===== config.mk =====
export PLATFORM = sky130hd
export DESIGN_NAME = phys_freelist
export DESIGN_NICKNAME = d
export VERILOG_FILES = /design/src/rtl/phys_freelist_pkg.sv /design/src/rtl/phys_freelist.sv
export SDC_FILE = /design/constraint.sdc
export NUM_CORES = 1
export LEC_CHECK = 0
export BUFFER_PORTS_ARGS = -buffer_cell sky130_fd_sc_hd__buf_4
export CORE_UTILIZATION = 35
export CTS_BUF_LIST = sky130_fd_sc_hd__clkbuf_8 sky130_fd_sc_hd__clkbuf_16
export DETAILED_ROUTE_END_ITERATION = 6
export GPL_TIMING_DRIVEN = 0
export PLACE_DENSITY = 0.61
export SYNTH_ARGS = -nofsm -noshare
export SYNTH_HDL_FRONTEND = slang
export SYNTH_SLANG_ARGS = --single-unit

===== constraint.sdc =====
create_clock -name clk -period 6.4 [get_ports clk]
set_input_delay 1.28 -clock clk [delete_from_list [all_inputs] [get_ports clk]]
set_output_delay 1.28 -clock clk [all_outputs]
set_load 0.02 [all_outputs]

===== src/rtl/phys_freelist_pkg.sv =====
// Shared rename-stage constants and tag types for the physical-register free lists.
package phys_freelist_pkg;

    localparam int unsigned NUM_PREGS_GPR = 32;
    localparam int unsigned NUM_AREGS_GPR = 16;
    localparam int unsigned NUM_PREGS_T   = 16;
    localparam int unsigned NUM_AREGS_T   = 1;

    localparam int unsigned PREG_TAG_W = $clog2(NUM_PREGS_GPR);
    localparam int unsigned T_TAG_W    = $clog2(NUM_PREGS_T);

    typedef logic [PREG_TAG_W-1:0] preg_tag_t;
    typedef logic [T_TAG_W-1:0]    t_tag_t;

    function automatic logic [1:0] popcount2(input logic [1:0] v);
        return {1'b0, v[0]} + {1'b0, v[1]};
    endfunction

endpackage


===== src/rtl/phys_freelist.sv =====
// Circular free list of physical tags: two-wide allocate, two-wide release,
// committed-head snapshot for branch/exception recovery.
module phys_freelist
    import phys_freelist_pkg::*;
#(
    parameter int unsigned NUM_PREGS = NUM_PREGS_GPR,
    parameter int unsigned NUM_AREGS = NUM_AREGS_GPR,
    parameter int unsigned TAG_W     = $clog2(NUM_PREGS)
) (
    input  logic                                      clk,
    input  logic                                      rst,
    input  logic                                      recovery_en,
    input  logic [1:0]                                alloc_req,
    output logic [1:0]                                freelist_en,
    output logic [1:0][TAG_W-1:0]                     next_free,
    output logic                                      alloc_stall,
    input  logic [1:0]                                commit_en,
    input  logic [1:0][TAG_W-1:0]                     commit_tag,
    input  logic [1:0]                                commit_alloc,
    output logic [$clog2(NUM_PREGS-NUM_AREGS+1)-1:0]  free_count,
    output logic                                      overflow_err
);

    localparam int unsigned DEPTH  = NUM_PREGS - NUM_AREGS;
    localparam int unsigned PTR_W  = (DEPTH > 1) ? $clog2(DEPTH) : 1;
    localparam int unsigned PSUM_W = PTR_W + 1;
    localparam int unsigned CNT_W  = $clog2(DEPTH + 1);
    localparam int unsigned SUM_W  = CNT_W + 1;

    logic [TAG_W-1:0] mem [DEPTH];
    logic [PTR_W-1:0] spec_head;
    logic [PTR_W-1:0] arch_head;
    logic [PTR_W-1:0] tail;
    logic [CNT_W-1:0] spec_count;
    logic [CNT_W-1:0] arch_count;

    // Pointer advance by 0..2 with explicit wrap; DEPTH need not be a power of two.
    function automatic logic [PTR_W-1:0] ptr_add(input logic [PTR_W-1:0] p, input logic [1:0] n);
        logic [PSUM_W-1:0] s;
        s = {1'b0, p} + PSUM_W'(n);
        if (s >= PSUM_W'(DEPTH)) begin
            s = s - PSUM_W'(DEPTH);
        end
        return s[PTR_W-1:0];
    endfunction

    logic [1:0]       n_req;
    logic [1:0]       n_grant;
    logic [PTR_W-1:0] head_p1;
    logic             grant_ok;

    // Zero-latency grant from registered state; slot 1 takes the head when slot 0 is idle.
    always_comb begin
        n_req       = popcount2(alloc_req);
        head_p1     = ptr_add(spec_head, 2'd1);
        alloc_stall = (CNT_W'(n_req) > spec_count);
        grant_ok    = !recovery_en && !alloc_stall;
        freelist_en = grant_ok ? alloc_req : 2'b00;
        n_grant     = grant_ok ? n_req : 2'd0;
        next_free[0] = mem[spec_head];
        next_free[1] = (alloc_req == 2'b10) ? mem[spec_head] : mem[head_p1];
    end

    logic [1:0]       n_cal;
    logic [1:0]       n_push;
    logic [SUM_W-1:0] room;
    logic             push0;
    logic             push1;
    logic             ovf_set;
    logic [PTR_W-1:0] wr1_ptr;
    logic [PTR_W-1:0] tail_nxt;
    logic [PTR_W-1:0] arch_head_nxt;
    logic [PTR_W-1:0] spec_head_nxt;
    logic [CNT_W-1:0] arch_count_nxt;
    logic [CNT_W-1:0] spec_count_nxt;

    // Release room counts entries retiring this cycle, so a commit that frees and
    // retires together never overflows a full list.
    always_comb begin
        n_cal   = popcount2(commit_alloc);
        room    = SUM_W'(DEPTH) - SUM_W'(arch_count) + SUM_W'(n_cal);
        push0   = commit_en[0] && (room != '0);
        push1   = commit_en[1] && (room > SUM_W'(push0));
        ovf_set = (commit_en[0] && !push0) || (commit_en[1] && !push1);
        n_push  = {1'b0, push0} + {1'b0, push1};
        wr1_ptr = push0 ? ptr_add(tail, 2'd1) : tail;

        tail_nxt       = ptr_add(tail, n_push);
        arch_head_nxt  = ptr_add(arch_head, n_cal);
        arch_count_nxt = CNT_W'(SUM_W'(arch_count) + SUM_W'(n_push) - SUM_W'(n_cal));

        if (recovery_en) begin
            spec_head_nxt  = arch_head_nxt;
            spec_count_nxt = arch_count_nxt;
        end else begin
            spec_head_nxt  = ptr_add(spec_head, n_grant);
            spec_count_nxt = CNT_W'(SUM_W'(spec_count) + SUM_W'(n_push) - SUM_W'(n_grant));
        end
    end

    always_ff @(posedge clk or negedge rst) begin
        if (!rst) begin
            for (int unsigned i = 0; i < DEPTH; i++) begin
                mem[i] <= TAG_W'(NUM_AREGS + i);
            end
            spec_head    <= '0;
            arch_head    <= '0;
            tail         <= '0;
            spec_count   <= CNT_W'(DEPTH);
            arch_count   <= CNT_W'(DEPTH);
            overflow_err <= 1'b0;
        end else begin
            if (push0) begin
                mem[tail] <= commit_tag[0];
            end
            if (push1) begin
                mem[wr1_ptr] <= commit_tag[1];
            end
            spec_head  <= spec_head_nxt;
            arch_head  <= arch_head_nxt;
            tail       <= tail_nxt;
            spec_count <= spec_count_nxt;
            arch_count <= arch_count_nxt;
            if (ovf_set) begin
                overflow_err <= 1'b1;
            end
        end
    end

    assign free_count = spec_count;

endmodule


==> key figures, run 1 <==
Setup path
  – Worst Path Arrival: 6.37 ns
  – Worst endpoint required time: 6.69 ns
  – Worst r2r src: arch_count[1]
  – Startpoint types: primary input
  – Critical Path End Type: flop
  – CP startpoint: commit_alloc[1]
  – Critical Path Fanout Max: 12
  – Setup CP Type: primary input to flop

STA
  – Rel. slew slack: 11.48%
  – RSZ-0062 raised after global routing: no
  – Final hold violation count: 0
  – Setup Viol. Count Final: 0
  – Least-Margin Pin Slew: 1.318 ns
  – Period utilization: 95.07%
  – Max Slew Vio Count: 0
  – Clock skew: 0.01070 ns
  – Crit path time final: 6.084 ns
  – Final hold slack: 0.4815 ns
  – Maximum operating frequency: 164.4 MHz
  – Setup TNS: 0 ns

CTS
  – Max Root-Sink Buffers: 2
  – CTS sink cnt: 103
  – CTS tree: yes
  – Clock slew at reported path FFs: 0.07 ns
  – Root Buffer: clkbuf_16
  – Worst skew pair latency: 0.36 ns
  – CTS Buf Count: 9
  – Setup bufs post-CTS: 0
  – Htree depth: 3

Floorplan
  – Initial cell density of the core: 35.71%
  – I/O pins: 38
  – Chip width: 151.5 um
  – Core Area: 21890 sq um
  – Die height: 151.5 um
  – Die area: 22940 sq um
  – Rows: 54

Yosys
  – Ys async rst share: 100.0%
  – Register area share after synthesis: 33.77%
  – Area of the mapped netlist: 7817 sq um
  – Netlist cell types: 55
  – Mapped Cells: 615
  – Synthesized flop and latch total: 103
  – Number of flops mapped to enable cells by yosys: 0
  – Ys Warns: 0
  – Primary FF master, synth: dfrtp_1
  – Syn_nets: 672
  – Synth Area per Inst: 12.71 sq um

Route
  – DR pass1 iterations: 5
  – Via count: 5264
  – Residual DRC count: 0
  – Routed Antenna Nets: 0
  – Total wire length: 20.68 mm
  – DRT iter0 DRCs: 318
  – DR vias/cell: 5.559
  – WL/cell: 21.83 um

Cells and area
  – Area grow syn2layout: 12.61%
  – Fill count: 2106
  – Post-Layout Cell Count: 947
  – Commonest non-fill, non-tap cell in the layout: mux2_2
  – Nets: 719
  – Commonest non-fill, non-tap cells in the layout: mux2_2 (93), mux2_1 (55), dfrtp_1 (53)
  – Inserted Diodes: 0
  – Layout cells sized above 1: 45.73%
  – Final core occ: 40.21%

Global routing
  – Overflow after GRT: 0
  – Number of global-route vias before repair: 5360
  – Largest net degree at the start of global routing: 104
  – First-pass GRT wire length: 32.73 mm
  – All-Layer GR Usage: 19.43%
  – Initial antenna violation count: 0

Placed design
  – DP Wirelength: 14.93 mm
  – IO Port Bufs: 35
  – Gpl congestion: 0.8646
  – Placed Cells: 930

Power
  – Pleak: 3.583 nW
  – Worst IR Drop VDD: 0.0002380 V
  – Power per cell area: 590.8 nW/um^2

Min path
  – Hold path start: arch_head[3]
  – Type of the most critical hold path: flop to flop

Status
  – Run status: finished clean

Flow run
  – Max_cap viols: 0
[final cells by class]
type,count,area [sq um],area share (%)
inverter,31,116.4,1.322
multi-input combinational,441,4862,55.23
buffer,40,206.4,2.345
clock inverter,7,108.9,1.236
clock buffer,9,225.2,2.558
timing repair buffer,36,294.0,3.340
tap,280,350.3,3.980
sequential,103,2640,29.99
[layer usage]
metal | up-vias | global-route usage, % | wire (um)
met2 | 122 | 30.55 | 9604
met3 | 12 | 3.174 | 993
li1 | 2371 | - | -
met4 | 0 | 4.350 | 188
met1 | 2759 | 27.87 | 9891
met5 | - | 0 | 0
[power breakdown]
part           switching [mW]  internal [mW]  total, mW
combinational            1.50           1.66       3.16
sequential              0.280           1.11       1.39
clock                   0.293          0.354      0.646
[cell usage after synthesis (7+ instances only)]
cell type,count,area [sq um]
xnor2_1,8,70.07
nor2_1,15,56.30
dfrtp_1,53,1326
mux2_1,55,619.3
inv_1,31,116.4
mux2_4,25,375.4
nand3_1,7,35.03
nor2b_1,9,56.30
mux2_2,93,1047
a21oi_1,13,65.06
and3_1,11,68.82
xor2_1,12,105.1
mux4_2,45,1013
clkbuf_1,27,101.4
dfstp_2,50,1314
nand2_1,23,86.33
ha_1,34,425.4
nor3_1,9,45.04
[registers in the layout (all words and copies together) (netlist names)]
signal,count
mem,80
arch_count,5
free_count,5
arch_head,4
spec_head,4
tail,4
overflow_err,1
[what timing repair did]
item / in CTS / in global routing
gates resized for setup: 0 / 4
hold buffers: 0 / 0
hold endpoints to repair: 0 / 0
endpoints found under the setup margin: 0 / 2
[kinds of logic after synthesis]
family | after synthesis | synth area share (%)
muxes | 228 | 40.78
DFF | 103 | 33.77
xor gates and xnor gates | 20 | 2.241
buffers and inverters | 71 | 4.097
and+or+nand+nor | 94 | 6.466
AOI/OAI and AO/OA | 61 | 6.178
adders and majority gates | 38 | 6.466
[path summary, 6_finish.rpt]
kind / to / cells past startpoint / slack, ns
min: arch_head[3] / 1 / 0.48
min in group asynchronous: overflow_err / 1 / 0.73
max reg2reg: free_count[4] / 24 / 1.27
max: free_count[4] / 27 / 0.32
min reg2reg: arch_head[3] / 1 / 0.48
max in group asynchronous: mem[79] / 2 / 4.93
[critical path, stage by stage]
cell and delay (ns):
buf_4 0.12, ha_2 0.37, inv_1 0.06, ha_1 0.23, or4b_4 0.58, o211ai_2 0.10
and3_1 0.22, a21oi_1 0.13, buf_4 0.24, ha_1 0.28, or2_2 0.29, nand3_1 0.12
clkbuf_4 0.22, o21a_1 0.16, ha_1 0.30, inv_2 0.12, ha_1 0.23, inv_1 0.05
ha_1 0.15, inv_1 0.05, fa_1 0.39, inv_1 0.08, a21oi_1 0.06, nor2_1 0.10
nor2_1 0.06, xor2_1 0.14, mux2_2 0.26
[stage by stage]
stage,instance area [sq um],worst slack [ns],total power [mW]
finish,8803,0.3156,5.201
global route,8803,0.009037,5.553
CTS,8765,0.2396,5.204
detailed placement,8431,-0.1348,4.528
global placement,8431,-0.1025,4.503
floorplan,7818,0.5388,3.697
Power figures use the tool's default switching activity.
==> inputs of run 2 (changes only) <==
==> constraint.sdc (replaced) <==
create_clock -name clk -period 5.68 [get_ports clk]
set_input_delay 1.136 -clock clk [delete_from_list [all_inputs] [get_ports clk]]
set_output_delay 1.136 -clock clk [all_outputs]
set_load 0.02 [all_outputs]
==> run 2 against run 1 <==
Sequential share of layout area fell by 0.12 points. Sequential cell count did not move. Via count rose by 0.49%. Die area did not move. Hold slack got worse by 0.016 ns. Global-route usage rose by 0.19 points. Power rose by 11%. Clock skew barely moved.
==> key figures, run 2 (synthesized netlist as in run 1, its figures left out) <==
Placed design
  – Pre-CTS WS: -0.5971 ns
  – Placed Cells: 930
  – Gpl congestion: 0.8490
  – DP Area: 8436 sq um
  – DP Wirelength: 14.94 mm
  – IO Port Bufs: 35

Power
  – Power per cell area: 655.8 nW/um^2
  – Worst IR Drop VDD: 0.0004455 V
  – Power Total: 5.796 mW
  – Pleak: 3.575 nW

Cells and area
  – Design Area, Final: 8838 sq um
  – Inserted Diodes: 0
  – Commonest non-fill, non-tap cells in the layout: mux2_2 (93), mux2_1 (55), dfrtp_1 (53)
  – Post-Layout Cell Count: 949
  – Max reg flops: 80
  – Largest reg by FF count: mem
  – Nets: 721
  – Layout cells sized above 1: 47.09%
  – Commonest non-fill, non-tap cell in the layout: mux2_2
  – Area grow syn2layout: 13.06%
  – Final core occ: 40.37%

STA
  – Maximum operating frequency: 183.6 MHz
  – Period utilization: 95.87%
  – Final hold violation count: 0
  – Max Slew Vio Count: 0
  – RSZ-0062 raised after global routing: no
  – Final worst slack: 0.2348 ns
  – Setup Viol. Count Final: 0
  – Rel. slew slack: 5.145%
  – Crit path time final: 5.445 ns
  – Clock skew: 0.01105 ns
  – Final hold slack: 0.4658 ns
  – Least-Margin Pin Slew: 1.412 ns
  – Setup TNS: 0 ns

Setup path
  – Crit path cell chain: buf_4, ha_4, inv_1, ha_1, or4b_4, o211ai_2, and3_4, a21oi_2, buf_6, ha_1, or2_2, nand3_1, buf_6, o21a_4, ha_4, inv_1, fa_1, inv_1, ha_1, a21o_1, a21oi_2, xor2_1, mux2_2
  – Worst R2R Path Depth: 20
  – FF-to-FF setup slack: 0.97 ns
  – Critical Path End Type: flop
  – Setup crit end: free_count[3]
  – Terminus of the critical flop-to-flop path: free_count[3]
  – Startpoint types: primary input
  – Setup CP Type: primary input to flop
  – Max incr delay on CP: 0.57 ns
  – WP buf/inv: 6
  – Worst r2r src: arch_count[1]
  – Critical Path Fanout Max: 4
  – Worst Path Arrival: 5.70 ns
  – Crit path max-delay cell type: or4b_4
  – CP startpoint: commit_alloc[1]
  – Cell family with most CP delay: adder cells
  – Worst endpoint required time: 5.93 ns
  – Path length in cells of the critical path: 23

Floorplan
  – Initial cell density of the core: 35.71%
  – Core Area: 21890 sq um
  – Rows: 54
  – Die height: 151.5 um
  – Die area: 22940 sq um
  – I/O pins: 38
  – Chip width: 151.5 um

Min path
  – Hold path start: overflow_err
  – Type of the most critical hold path: flop to flop

Route
  – WL/cell: 21.77 um
  – DRT iter0 DRCs: 341
  – DR pass1 iterations: 5
  – Residual DRC count: 0
  – Via count: 5290
  – Routed Antenna Nets: 0
  – DR vias/cell: 5.574
  – Total wire length: 20.66 mm

Status
  – Run status: finished clean

CTS
  – CTS sink cnt: 103
  – Max Root-Sink Buffers: 2
  – CTS Buf Count: 9
  – CTS tree: yes
  – Htree depth: 3
  – Clock slew at reported path FFs: 0.08 ns
  – Root Buffer: clkbuf_16
  – Worst skew pair latency: 0.36 ns

Global routing
  – Overflow after GRT: 0
  – Number of global-route vias before repair: 5454
  – First-pass GRT wire length: 32.87 mm
  – Largest net degree at the start of global routing: 104
  – All-Layer GR Usage: 19.62%
  – Initial antenna violation count: 0

Flow run
  – Max_cap viols: 0
run 2: per-layer routing:
layer / GRT usage [%] / vias up / part of all wire (%)
li1: - / 2381 / -
met1: 27.21 / 2713 / 46
met2: 30.87 / 168 / 47
met3: 2.874 / 28 / 4.9
met4: 7.300 / 0 / 2.4
met5: 0 / - / 0
run 2: worst register-to-register path, cell delays in order, from the launching register on:
cell,delay [ns]
dfrtp_1,0.42
ha_2,0.39
or4b_4,0.50
o211ai_2,0.11
and3_4,0.23
a21oi_2,0.08
buf_6,0.15
ha_1,0.26
or2_2,0.28
nand3_1,0.13
buf_6,0.12
o21a_4,0.14
ha_4,0.16
inv_1,0.06
fa_1,0.53
inv_1,0.06
ha_1,0.29
a21o_1,0.19
a21oi_2,0.15
xor2_1,0.09
mux2_2,0.26
run 2: final cells by class:
| type | instances | area [sq um] |
|---|---|---|
| buffer | 40 | 214.0 |
| clock buffer | 9 | 225.2 |
| clock inverter | 7 | 53.80 |
| fill | 2092 | 13050 |
| inverter | 31 | 116.4 |
| multi-input combinational | 441 | 4930 |
| sequential | 103 | 2640 |
| tap | 280 | 350.3 |
| timing repair buffer | 38 | 309.0 |
run 2: where the power goes:
part           internal (mW)  total [mW]  switching, mW
Sequential              1.26        1.57          0.318
Clock                  0.304       0.620          0.316
Combinational           1.90        3.60           1.70
Total                   3.46        5.80           2.34
run 2: worst min path at each step:
stage,depth (start not counted),endpoint
finish,1,overflow_err
floorplan,1,arch_head[3]
global placement,1,overflow_err
global route,1,overflow_err
detailed placement,1,overflow_err
CTS,1,overflow_err
run 2: repair_timing:
item                       CTS  global route
setup endpoints to repair    2             3
pin swaps                    0             1
hold buffers                 0             0
gates resized for setup      8             7
buffers inserted             1             1
==> inputs of run 3 (changes only) <==
--- a/config.mk
+++ b/config.mk
@@ -5,6 +5,7 @@
 export SDC_FILE = /design/constraint.sdc
 export NUM_CORES = 1
 export LEC_CHECK = 0
+export ABC_AREA = 1
 export BUFFER_PORTS_ARGS = -buffer_cell sky130_fd_sc_hd__buf_4
 export CORE_UTILIZATION = 35
 export CTS_BUF_LIST = sky130_fd_sc_hd__clkbuf_8 sky130_fd_sc_hd__clkbuf_16
==> run 3 against run 2 <==
Clock-buffer cell count grew 1. Clock power shrank 1%. Combinational power grew 11%. Sequential power shrank 9%. Worst setup slack gained 0.28 ns. Hold slack gained 0.018 ns. Sequential cell count is the same. Register-to-register slack gained 0.27 ns. Cell area grew 3.7%. Largest cell class unchanged. Highest routed layer unchanged.
==> key figures, run 3 <==
Floorplan
  – Core Area: 22850 sq um
  – Rows: 55
  – Initial cell density of the core: 36.05%
  – Chip width: 155.4 um
  – Die area: 24150 sq um
  – I/O pins: 38
  – Die height: 155.4 um

Yosys
  – Synth Area in XOR/XNOR: 1.489%
  – Netlist cell types: 42
  – Simple-Gate Fraction of Synth Area: 28.27%
  – Mapped Cells: 1223
  – Ys async rst share: 100.0%
  – Most frequent cell after synthesis: nand2_1
  – Yosys top cell area share: 17.41%
  – Mux contribution to synthesized area: 0%
  – Combinational family with the most area after synthesis: simple AND/OR/NAND/NOR gates
  – Number of flops mapped to enable cells by yosys: 0
  – Synth Area per Inst: 6.734 sq um
  – Ys Warns: 0
  – Most area-consuming cells after synthesis: nand2_1 (17%), dfrtp_1 (16%), dfstp_2 (16%)
  – Syn_nets: 1280
  – Area of the mapped netlist: 8235 sq um
  – Register area share after synthesis: 32.06%
  – Synth Area in Adders: 6.138%
  – Compound-cell area share of the yosys netlist: 22.59%
  – Primary FF master, synth: dfrtp_1
  – Synth area leader: nand2_1
  – Synthesized flop and latch total: 103
  – Most frequent cells after synthesis: nand2_1 (382), o21ai_0 (198), inv_1 (110), a21oi_1 (81), dfrtp_1 (53)

CTS
  – CTS sink cnt: 103
  – CTS tree: yes
  – CTS Buf Count: 9
  – Setup bufs post-CTS: 0
  – Max Root-Sink Buffers: 2
  – Root Buffer: clkbuf_16
  – Worst skew pair latency: 0.37 ns
  – Clock slew at reported path FFs: 0.08 ns
  – Htree depth: 3

Route
  – DR pass1 iterations: 6
  – Total wire length: 31.45 mm
  – Residual DRC count: 0
  – DRT iter0 DRCs: 841
  – DR vias/cell: 5.362
  – Via count: 8488
  – Routed Antenna Nets: 0
  – WL/cell: 19.87 um

Cells and area
  – Commonest non-fill, non-tap cell in the layout: nand2_1
  – Max reg flops: 80
  – Area grow syn2layout: 11.30%
  – Layout cells sized above 1: 13.78%
  – Largest reg by FF count: mem
  – Commonest non-fill, non-tap cells in the layout: nand2_1 (382), o21ai_0 (198), inv_1 (112)
  – Post-Layout Cell Count: 1583
  – Fill count: 2465
  – Nets: 1322
  – Final core occ: 40.12%
  – Design Area, Final: 9166 sq um
  – Inserted Diodes: 0

Setup path
  – Most frequent cell on the critical path: nand2_1
  – Worst Path Arrival: 5.48 ns
  – Critical Path Fanout Max: 21
  – Setup CP Type: primary input to flop
  – Max incr delay on CP: 0.40 ns
  – Crit path max-delay cell type: fa_1
  – Critical Path End Type: flop
  – Worst endpoint required time: 5.99 ns
  – Startpoint types: primary input

Status
  – Run status: finished clean

STA
  – Max Slew Vio Count: 0
  – Period utilization: 91.01%
  – Setup TNS: 0 ns
  – RSZ-0062 raised after global routing: no
  – Final hold violation count: 0
  – Setup Viol. Count Final: 0
  – Clock skew: 0.01248 ns
  – Maximum operating frequency: 193.5 MHz
  – Rel. slew slack: 35.59%
  – Least-Margin Pin Slew: 0.9662 ns
  – Crit path time final: 5.169 ns

Power
  – Worst IR Drop VDD: 0.0002842 V
  – Pleak: 4.166 nW
  – Power per cell area: 658.3 nW/um^2
  – Power Total: 6.034 mW

Global routing
  – Largest net degree at the start of global routing: 58
  – Initial antenna violation count: 0
  – First-pass GRT wire length: 47.93 mm
  – Overflow after GRT: 0
  – Number of global-route vias before repair: 7955
  – All-Layer GR Usage: 26.85%

Placed design
  – Placed Cells: 1568
  – DP Wirelength: 23.67 mm
  – Gpl congestion: 0.9981
  – IO Port Bufs: 31
  – DP Area: 8887 sq um

Flow run
  – Max_cap viols: 0

Min path
  – Type of the most critical hold path: flop to flop
[run 3: cell count changes in the layout (fill, tap and decap cells not counted), moves of 13 or more]
cell,previous run,this run
nor2_2,2,18
nand2_1,23,382
mux2_1,55,0
mux2_2,93,0
mux4_2,45,0
inv_1,31,112
nand4_1,0,14
o21ai_1,4,47
buf_2,3,16
nand2_2,2,16
mux2_4,25,0
a21oi_1,11,81
nand3_1,7,52
o21ai_0,4,198
[run 3: kinds of logic (layout without fill, tap and decap cells)]
group                    count (synthesis)  count (layout)
XOR/XNOR                                14              14
AND/OR/NAND/NOR                        523             523
buffers and inverters                  189             236
AO/OA/AOI/OAI                          356             356
flip-flops                             103             103
adder cells (fa/ha/maj)                 38              38
[run 3: cell type report]
class	instances	area [sq um]	area share [%]
Clock inverter	6	38.79	0.4232
Inverter	121	459.2	5.010
Tap cell	313	391.6	4.272
Timing Repair Buffer	32	260.3	2.839
Clock buffer	10	239.0	2.607
Buffer	67	320.3	3.494
Multi-Input combinational cell	931	4817	52.55
Sequential cell	103	2640	28.80
[run 3: final timing paths]
check	cells past startpoint	slack [ns]	startpoint	end
min in group asynchronous	1	0.81	rst	mem[25]
setup / recovery	30	0.51	commit_alloc[0]	free_count[4]
hold reg to reg	2	0.48	overflow_err	overflow_err
setup reg to reg	26	1.24	arch_count[1]	free_count[4]
max in group asynchronous	2	4.08	rst	mem[70]
hold / removal	2	0.48	overflow_err	overflow_err
[run 3: repair_timing]
| item | in CTS | in global routing |
|---|---|---|
| gates resized for setup | 0 | 2 |
| hold buffers | 0 | 0 |
| endpoints found under the setup margin | 0 | 4 |
[run 3: critical path: cells and delay by family]
kind	cells	cell delay (ns)
AOI/OAI and AO/OA	2	0.40
xor gates and xnor gates	1	0.26
adders and majority gates	6	1.64
buffers and inverters	8	0.79
and+or+nand+nor	13	1.24
[run 3: per-layer routing]
metal	up-vias	wire, um	GRT usage [%]
li1	4117	-	-
met1	3906	13540	36.42
met2	400	14060	41.62
met3	65	2724	4.930
met4	0	1130	11.62
met5	-	0	0
[run 3: power by group]
part           total (mW)  switching, mW  internal, mW
sequential           1.43          0.252          1.18
combinational        3.99           2.72          1.27
clock               0.614          0.304         0.309
[run 3: metrics by stage]
stage	worst slack, ns	hold WS, ns
after floorplan	0.4921	0.4637
final	0.5107	0.4838
after global routing	0.06366	0.5114
after CTS	0.05530	0.4880
after detailed placement	-0.3090	0.4593
after global placement	-0.2873	0.4717
